$ cat src/rtl/stage_sequencer.sv
// stage_sequencer: program-load streaming and FETCH/DECODE/EXECUTE stage sequencing
module stage_sequencer #(
  parameter int ADDR_W     = 8,
  parameter int PROG_DEPTH = 256,
  parameter int CNT_W      = 16
) (
  input  logic              clk,
  input  logic              rst_n,
  input  logic              load_valid,
  input  logic [11:0]       load_data,
  input  logic              load_last,
  output logic              load_ready,
  output logic [ADDR_W-1:0] load_addr,
  output logic [11:0]       load_instr,
  input  logic              load_start,
  input  logic              halt_req,
  input  logic              resume,
  output logic [1:0]        stage,
  output logic              pc_clr,
  output logic              loading,
  output logic              running,
  output logic              halted,
  output logic              instr_retired,
  output logic [CNT_W-1:0]  instr_count
);
  typedef enum logic [2:0] {LOAD_WAIT, S_F, S_D, S_E, HALT} state_t;
  state_t            state;
  logic [ADDR_W-1:0] cnt;
  logic              pend;
  logic              accept;
  logic              done;
  assign accept        = (state == LOAD_WAIT) & load_valid;
  assign done          = accept & (load_last | (cnt == ADDR_W'(PROG_DEPTH - 1)));
  assign load_ready    = state == LOAD_WAIT;
  assign load_addr     = cnt;
  assign load_instr    = load_data;
  assign loading       = state == LOAD_WAIT;
  assign running       = (state == S_F) | (state == S_D) | (state == S_E);
  assign halted        = state == HALT;
  assign instr_retired = state == S_E;
  // LOAD only while a word is written; every idle or waiting cycle holds FETCH
  always_comb
    stage = accept ? 2'b00 : (state == S_D) ? 2'b10 : (state == S_E) ? 2'b11 : 2'b01;
  // state machine, load address counter, pending reload flag and retired counter
  always_ff @(posedge clk or negedge rst_n) begin
    if (!rst_n) begin
      state       <= LOAD_WAIT;
      cnt         <= '0;
      pend        <= 1'b0;
      pc_clr      <= 1'b0;
      instr_count <= '0;
    end else begin
      pc_clr <= 1'b0;
      case (state)
        LOAD_WAIT: begin
          if (done) begin
            state       <= S_F;
            pc_clr      <= 1'b1;
            cnt         <= '0;
            instr_count <= '0;
          end else if (load_start) cnt <= '0;
          else if (accept) cnt <= cnt + 1'b1;
        end
        S_F: begin
          state <= S_D;
          pend  <= pend | load_start;
        end
        S_D: begin
          state <= S_E;
          pend  <= pend | load_start;
        end
        S_E: begin
          if (~&instr_count) instr_count <= instr_count + 1'b1;
          if (pend | load_start) begin
            state <= LOAD_WAIT;
            pend  <= 1'b0;
            cnt   <= '0;
          end else state <= halt_req ? HALT : S_F;
        end
        HALT: begin
          if (load_start) begin
            state <= LOAD_WAIT;
            pend  <= 1'b0;
            cnt   <= '0;
          end else if (resume) state <= S_F;
        end
        default: state <= LOAD_WAIT;
      endcase
    end
  end
endmodule

$ cat config.mk
export PLATFORM = sky130hd
export DESIGN_NAME = stage_sequencer
export DESIGN_NICKNAME = d
export VERILOG_FILES = /design/src/rtl/stage_sequencer.sv
export SDC_FILE = /design/constraint.sdc
export NUM_CORES = 1
export LEC_CHECK = 0
export BUFFER_PORTS_ARGS = -buffer_cell sky130_fd_sc_hd__buf_2
export CAP_MARGIN = 20
export CORE_ASPECT_RATIO = 0.9
export CORE_UTILIZATION = 45
export DETAILED_ROUTE_END_ITERATION = 7
export MAX_ROUTING_LAYER = met4
export PLACE_DENSITY_LB_ADDON = 0.15
export SLEW_MARGIN = 20
export SYNTH_ARGS = -nofsm -noshare
export SYNTH_HDL_FRONTEND = slang
export SYNTH_SLANG_ARGS = --single-unit
$ cat constraint.sdc
create_clock -name clk -period 2.13 [get_ports clk]
set_input_delay 0.3195 -clock clk [delete_from_list [all_inputs] [get_ports clk]]
set_output_delay 0.3195 -clock clk [all_outputs]
set_load 0.01 [all_outputs]
==> run metrics <==
layout net count 246; CTS tree yes; cell count after synthesis 198; deepest level of the CTS H-tree 2; die area 4350 um2; placed insts 264; VDD IR max 0.603 mV; worst skew pair latency 0.28 ns; Crit Path Category reg2out; Area growth, synth to finish 11.1%; Via Count 1612; CP max stage delay 0.50 ns; number of synthesized register bits 29; initial core utilization 48.3%; CP Cell Sequence nor2_1 > and2_1 > buf_2; Power Density 1050 nW/um2; Max-slew headroom 56.9%; final non-filler cell area 2050 um2; Fillers 367; placed instance area 1970 um2; RD Place Congestion 0.814; initial antenna violation count 0; Worst Max-Slew Pin Slew 0.647 ns; Post-DRT Antenna Nets 0; Die Wd 69.4 um; initial DRC count 149; grt total ovfl 0; non-filler cells, final 272; Post-CTS Hold Buffers 0; share of cells above drive strength 1 27.9%; min-delay worst type in2async; Num CTS Buffers 5; status completed; worst path arrival time 1.61 ns; Wirelength per Cell 15.2 um; Simple-Gate Fraction of Synth Area 24.0%; HPWL Detailed 2.98 mm; mux cell area share after synthesis 1.70%; Initial DRT Pass Iterations 4; Resize count post-CTS 0; Mapped Area 1840 um2; final setup fails 0; RSZ-0062 raised after global routing no; Leak 1.00 nW; CTS clk-pin slew, worst paths 0.06 ns; Final Hold Fails 0; largest family of logic cells by synthesized area simple AND/OR/NAND/NOR gates; largest net degree at the start of global routing 30; Peak Freq 0.517 GHz; die height 62.7 um; final wirelength 4.14 mm; crit start category flip-flop; Synthesized Nets 219; crit path time final 1.93 ns; WP data required 1.81 ns; gr usage total 21.8%; Syn Area/Cell 9.30 um2; vias in the first global route 1581; Top Ports 63; Slowest-stage cell, CP dfrtp_1; core area 3810 um2; asr flop ratio synth 100%; number of clock sinks 29; xor and xnor fraction of the mapped netlist area 0.476%; detailed-route DRC error count 0; clock buffer depth 2; total negative setup slack 0 ns; clock root cell clkbuf_8; Seq/Total Area, Yosys 39.4%; Post-Synth Adder-Cell Area 1.36%; Post-CTS Setup Inserts 0; EDFF count, synth 0; ANT cells 0; IO buf count 38; DR vias/cell 5.93; Synth warnings 0; Max FO, Critical Path 7; final worst path period share 90.7%; Synth cell types 52; Crit. End Element output port; global-route wire length before repair 7.40 mm; fraction of the mapped netlist area in compound gates 23.5%; maxcap violations 0; Most used DFF post-synth dfrtp_1; Final Max Slew Viols 0; # rows 21; Layout Skew 0.00771 ns
[synth_stat cells, drive strengths merged (2+ instances only)]
library cell	count	share of area (%)
nand4	9	3.4
a21oi	15	4.1
nand3	6	1.6
and2	4	1.5
buf	22	8.3
o31ai	2	0.82
o22ai	2	1.0
a31oi	5	1.7
a211oi	2	1.5
and3	6	2.0
nand2	13	3.2
inv	6	1.2
a22o	6	2.9
o21ai	24	7.3
ha	2	1.4
nor2b	4	1.4
and4	5	2.4
dfrtp	29	39
nor3	2	1.2
nor2	13	3.5
a21o	2	0.82
mux2i	2	1.1
[cell families (layout without fill, tap and decap cells)]
| family | after synthesis | count (layout) |
|---|---|---|
| buffers and inverters | 28 | 56 |
| DFF | 29 | 29 |
| AOI/OAI and AO/OA | 65 | 65 |
| muxes | 3 | 3 |
| and+or+nand+nor | 70 | 70 |
| xor gates and xnor gates | 1 | 1 |
| adders and majority gates | 2 | 2 |
[critical path, delay by kind of cell (launching register included)]
kind | cells | cell delay (ns)
buffers and inverters | 1 | 0.13
AND/OR/NAND/NOR | 2 | 0.70
flip-flops | 1 | 0.50
[cell usage in the layout (no fill, tap or decap), types with 2 or more instances in the layout]
master    instances
a21o_1            2
a21oi_1          15
a22o_1            6
a31oi_1           5
and2_1            3
and3_1            6
and4_1            5
buf_2            38
buf_4             4
clkbuf_1          3
clkbuf_8          5
dfrtp_1          29
ha_1              2
inv_1             5
mux2i_1           2
nand2_1          11
nand3_1           6
nand4_1           8
nor2_1           12
nor2b_1           4
o21ai_0          18
o21ai_1           4
o31ai_1           2
[area by class of cell]
class / instances / area, um2 / area share (%)
repair buffers: 42 / 220 / 10.8
well taps: 46 / 57.6 / 2.81
flip-flops and latches: 29 / 726 / 35.5
multi-input cells: 141 / 940 / 45.9
clock buffers: 8 / 80.1 / 3.91
inverters: 6 / 22.5 / 1.10
[final timing paths]
path	from	endpoint	slack, ns	depth (start not counted)
min reg2reg	instr_count[7]$_DFFE_PN0P_	instr_count[7]$_DFFE_PN0P_	0.53	1
min in group clk	load_start	state[2]$_DFFE_PN0P_	0.33	2
min	rst_n	pc_clr$_DFF_PN0_	0.06	1
max in group asynchronous	rst_n	load_addr[6]$_DFFE_PN0P_	1.64	1
max	state[0]$_DFFE_PN0P_	halted	0.20	3
max reg2reg	load_addr[0]$_DFFE_PN0P_	instr_count[1]$_DFFE_PN0P_	0.30	7
[flip-flops by register name, summed over array words and instances (netlist names)]
signal / count
load_addr: 8
state: 3
instr_count: 16
pc_clr: 1
pend: 1
[where the power goes]
part           switching, mW  internal [mW]
clock                  0.199          0.231
sequential             0.125          0.637
combinational          0.575          0.384
total                  0.898           1.25
[stage by stage]
step                setup WS (ns)  power, mW  util (%)  hold WS, ns
global placement            0.332       1.70      51.6        0.386
floorplan                   0.391       1.50         -       0.0239
detailed placement          0.297       1.73      51.6        0.388
global route                0.108       2.31      53.7        0.119
finish                      0.197       2.15      53.7       0.0614
CTS                         0.210       2.16      53.7       0.0873
[per-layer routing]
layer  wire length (um)  part of all wire [%]  track usage, %  up-vias
met3                254                   6.1            4.52       21
met5                  0                     0               -        -
met4                 96                   2.3            9.44        0
li1                   -                     -               -      778
met1               1930                    46            28.3      760
met2               1870                    45            33.0       53
(Power assumes the default switching activity.)
